===== config.mk =====
export PLATFORM = sky130hd
export DESIGN_NAME = alu_arbiter
export DESIGN_NICKNAME = d
export VERILOG_FILES = /design/src/rtl/alu_arbiter.sv
export SDC_FILE = /design/constraint.sdc
export NUM_CORES = 1
export LEC_CHECK = 0
export CORE_AREA = 2 2 109 111
export CTS_CLUSTER_DIAMETER = 40
export DETAILED_ROUTE_END_ITERATION = 8
export DIE_AREA = 0 0 111 113
export PLACE_DENSITY = 0.62
export SYNTH_ARGS = -nofsm -noshare
export SYNTH_HDL_FRONTEND = slang
export SYNTH_SLANG_ARGS = --single-unit

===== constraint.sdc =====
create_clock -name clk -period 4.4 [get_ports clk]
set_input_delay 1.1 -clock clk [delete_from_list [all_inputs] [get_ports clk]]
set_output_delay 1.1 -clock clk [all_outputs]
set_load 0.005 [all_outputs]

===== src/rtl/alu_arbiter.sv =====
// rtl/alu_arbiter.sv - two-requester arbiter in front of a shared combinational ALU with a registered response
// Optional build macro: ALU_ARB_FIXED_PRIO_EN (requester 0 always wins ties; no priority pointer)
module alu_arbiter #(
  parameter int XLEN = 32
) (
  input  logic            clk,
  input  logic            rst,
  // requester 0
  input  logic            req0_valid,
  output logic            req0_ready,
  input  logic [3:0]      req0_op,
  input  logic [XLEN-1:0] req0_a,
  input  logic [XLEN-1:0] req0_b,
  // requester 1
  input  logic            req1_valid,
  output logic            req1_ready,
  input  logic [3:0]      req1_op,
  input  logic [XLEN-1:0] req1_a,
  input  logic [XLEN-1:0] req1_b,
  // shared combinational ALU
  output logic [3:0]      alu_ctl,
  output logic [XLEN-1:0] alu_a,
  output logic [XLEN-1:0] alu_b,
  input  logic [XLEN-1:0] alu_result,
  input  logic            alu_zero,
  // registered response
  output logic            rsp_valid,
  input  logic            rsp_ready,
  output logic            rsp_id,
  output logic [XLEN-1:0] rsp_result,
  output logic            rsp_zero
);

  typedef enum logic {
    IDLE = 1'b0,
    RESP = 1'b1
  } state_t;

  state_t state;
  state_t state_next;

  logic slot_open;
  logic any_valid;
  logic grant;
  logic grant_id;

  // A new operation may issue when nothing is pending or the pending
  // response is being consumed this cycle.
  assign slot_open = (state == IDLE) | rsp_ready;
  assign any_valid = req0_valid | req1_valid;
  // Reset gates the grant so readies and ALU operands stay quiet while rst is high.
  assign grant     = ~rst & slot_open & any_valid;

`ifdef ALU_ARB_FIXED_PRIO_EN
  // Requester 1 only wins when requester 0 is not asking.
  assign grant_id = ~req0_valid;
`else
  logic ptr;

  // Requester 1 wins when it is the only one asking, or on a tie when the pointer prefers it.
  assign grant_id = req1_valid & (~req0_valid | ptr);

  // Pointer moves to the requester that did not win, so ties alternate.
  always_ff @(posedge clk or posedge rst) begin
    if (rst) begin
      ptr <= 1'b0;
    end else if (grant) begin
      ptr <= ~grant_id;
    end
  end
`endif

  // Next state, grant handshakes and ALU operand steering.
  always_comb begin
    state_next = state;
    req0_ready = 1'b0;
    req1_ready = 1'b0;
    alu_ctl    = 4'd0;
    alu_a      = '0;
    alu_b      = '0;
    if (grant) begin
      state_next = RESP;
      if (grant_id) begin
        req1_ready = 1'b1;
        alu_ctl    = req1_op;
        alu_a      = req1_a;
        alu_b      = req1_b;
      end else begin
        req0_ready = 1'b1;
        alu_ctl    = req0_op;
        alu_a      = req0_a;
        alu_b      = req0_b;
      end
    end else if ((state == RESP) && rsp_ready) begin
      state_next = IDLE;
    end
  end

  // State register; reset drops any pending response immediately.
  always_ff @(posedge clk or posedge rst) begin
    if (rst) begin
      state <= IDLE;
    end else begin
      state <= state_next;
    end
  end

  // Response capture on the grant edge; held untouched otherwise.
  always_ff @(posedge clk or posedge rst) begin
    if (rst) begin
      rsp_result <= '0;
      rsp_zero   <= 1'b0;
      rsp_id     <= 1'b0;
    end else if (grant) begin
      rsp_result <= alu_result;
      rsp_zero   <= alu_zero;
      rsp_id     <= grant_id;
    end
  end

  assign rsp_valid = (state == RESP);

endmodule


==> results.txt <==
The count of cells resized by post-cts repair came out at 0. Max-cap violations in this run came to 0. The site row count came out at 39. The post-synth net total is between 300 and 400.

For this design the top-level I/O count stands at about 280. The maximum number of pins on one net before global-route repair is 61. The number of antenna violations at the first check in global routing is 0. The worst hold path startpoint is rsp_result[28].

The critical path buffer and inverter count came out at 3. The overall via count from detail_route came out at ~2600. The first element of the critical path is rst. Using the TritonRoute via totals, the vias-per-cell ratio works out to 4.42.

Across the VDD grid, the largest voltage drop is approximately 280 uV. The signed area change from the synthesized netlist to the final layout is 139%. The setup path with the least slack is of type primary input to output pin.

The clock sink count came out at 36. The diode insertion count for antenna repair is 0. Synthesis produced around 170 cells. Of the total power, the share spent switching nets is 21.4%. The hold violation total from the final report came out at 0. The global router's overall resource usage is ~15%.

The total power divided by cell area came out at ~280 nW/um^2. Data on the critical path is required at its endpoint by 3.30 ns. The proportion of power drawn by combinational gates came out at between 30 and 40%. The first-pass GRT wire length is approximately 15000 um.

The wire length per cell after detailed routing is 16.9 um. STA classifies the critical path endpoint as an output pin. The number of DRC violations after detailed-routing iteration 0 came out at roughly 140. The transition time of the tightest slew-check pin came out at 0.458 ns. The flow ran to the end, and the final reports show no timing, DRC or antenna violations.

The aggregate global routing overflow is 0. The top cell family by delay on the critical path is buffers and inverters. CTS built an H-tree with a depth of 2. In this run, CTS created clock tree buffers numbering 5. The vertical die dimension came out at about 110 um. Wires add up to 9880 um. The number of buffers inserted for hold repair after clock tree synthesis came out at 0. The reg-to-reg critical path startpoint is rsp_valid. Once detail routing completed, the nets flagged for antenna violations numbered 0. Hold is met by 0.480 ns. The maximum clock path buffer count is 2. TritonCTS built the clock tree. The share of power burned in registers is 28.3%. The last weighted congestion value of the routability-driven placer is 0.811. Derived from the worst setup path, the maximum achievable clock frequency is approximately 240 MHz. The total number of nets in the final design is 613.

The summed instance area of the synthesized netlist came out at between 2000 and 2500 sq um. The minimum period implied by the final worst setup slack came out at 4.24 ns. The slowest stage of the critical path belongs to the cell clkdlybuf4s50_1. The design internal power is between 1000 and 1500 uW. The Yosys step of the flow raised 0 warnings.

The arrival time of the worst setup path came out at 3.14 ns. In this run the clock root is driven by a clkbuf_16. The total negative slack for setup checks is 0 ns. The area of the core region came out at roughly 11000 sq um.

The share of total power in the clock network is 34.7%. The worst clock skew is roughly 0.0044 ns. The die covers roughly 13000 sq um.

Setup repair after global routing left no endpoint under its margin. The number of buffer cells added on primary ports is 278. The initial utilization of the core area, before any placement, comes to roughly a fifth. The via count of the first global-routing pass came out at around 2600.

The DRC violation count after routing came out at 0. The largest stage delay on the critical path is between 0.5 and 0.6 ns. The count of buffers added by post-CTS timing repair for setup came out at 0. The mean area per synthesized cell came out at ~13 sq um. Sequential cells were found to cover roughly 41% of the synthesized design area. Walking the worst path, the cells encountered are clkdlybuf4s50_1 > nor4b_4 > buf_12 > a22o_1 > clkdlybuf4s50_1. The net switching power of the design came out at roughly 320 uW. The clock latency reported for the late side of the worst-skew pair came out at around 0.27 ns. The worst path uses between 90% and 100% of the clock period.

The number of register bits inferred by synthesis came out at 36. The number of setup violations in the final report came out at 0. The highest fanout seen on the critical path came out at 60.

Cells with a size suffix above 1 make up between 10% and 20% of the layout. The number of distinct standard cells referenced by the synthesized netlist came out at 18. Counting stages on the worst path, the most repeated cell is clkdlybuf4s50_1. The max-slew violation count is 0.

Clock-pin slew was measured on the worst setup and hold paths at 0.05 ns. The kind of launch point of the worst setup path is a primary input. The die boundary width came out at ~110 um.

The pre-antenna-repair detailed-routing pass consisted of 4 iterations. In this run the worst hold path is classified as flip-flop to flip-flop. Detailed placement finished with a half-perimeter wire length of 7960 um.

The static leakage power is 0.00204 uW. The relative slew slack is between 60% and 70%.
[cells in the mapped netlist, drive strengths merged]
cell type | number | area [sq um]
nor2b | 2 | 22.5
mux2 | 33 | 372
nor2 | 1 | 3.75
o21ba | 2 | 26.3
a22o | 68 | 604
inv | 2 | 7.50
buf | 18 | 188
nor4b | 1 | 23.8
dfrtp | 36 | 901
nor3 | 1 | 16.3
o21bai | 1 | 7.51
a2111oi | 1 | 27.5
[metal layers]
layer / share of wire (%) / global-route usage, % / vias to the layer above
li1: - / - / 1201
met5: 0 / 0 / -
met2: 52 / 27.1 / 145
met4: 1.4 / 3.83 / 0
met3: 8.1 / 4.55 / 12
met1: 38 / 16.5 / 1221
[placed cells by master (no fill, tap or decap)]
master / count
nor3_4: 1
a22o_1: 67
dfrtp_1: 36
bufinv_16: 3
a2111oi_4: 1
o21ba_2: 1
mux2_1: 2
nor2b_4: 1
buf_12: 2
inv_1: 1
nor4b_4: 1
clkbuf_16: 5
buf_4: 4
o21ba_4: 1
nor2_1: 1
a22o_4: 1
mux2_2: 31
nor2b_2: 1
clkdlybuf4s50_1: 278
inv_2: 1
o21bai_1: 1
[cells by family (layout without fill, tap and decap cells)]
| group | Yosys count | after routing | share of synthesized area, % |
|---|---|---|---|
| AOI/OAI and AO/OA | 72 | 72 | 30.3 |
| DFF | 36 | 36 | 41.0 |
| muxes | 33 | 33 | 16.9 |
| buffers and inverters | 20 | 294 | 8.87 |
| and+or+nand+nor | 5 | 5 | 3.01 |
[power by group through the flow]
stage,sequential [uW],clock (uW),combinational [uW]
after global routing,429,543,587
after CTS,422,529,557
after global placement,424,0,550
after detailed placement,427,0,554
final,420,516,549
after floorplan,430,0,169
[layout make-up]
cell class	count	area, sq um
inverter	2	7.51
clock inverter	3	90.1
fill	1051	6010
tap	143	179
multi-input combinational	110	1100
timing repair buffer	284	2850
sequential	36	901
clock buffer	5	125
[per-stage QoR]
step	utilization [%]	power, uW	cell area (sq um)	cells	setup slack [ns]
after global placement	44.7	973	5040	575	0.186
after floorplan	-	599	2200	166	1.16
final	46.7	1490	5260	583	0.161
after global routing	46.7	1560	5260	583	0.0430
after detailed placement	44.7	981	5040	575	0.141
after CTS	46.7	1510	5260	583	0.135
[final timing paths]
path	endpoint	slack [ns]	cells after the start
max in group asynchronous	rsp_id	2.58	3
setup reg to reg	rsp_result[25]	2.74	4
hold reg to reg	rsp_result[28]	0.48	1
min in group asynchronous	rsp_result[1]	1.49	3
hold / removal	rsp_result[28]	0.48	1
setup / recovery	alu_a[12]	0.16	5
[state kept, by name, indices dropped and copies added, names as in the netlist]
name	count
rsp_result	32
rsp_valid	1
rsp_id	1
rsp_zero	1
ptr	1
No activity file was read; power rests on OpenSTA's default activity.
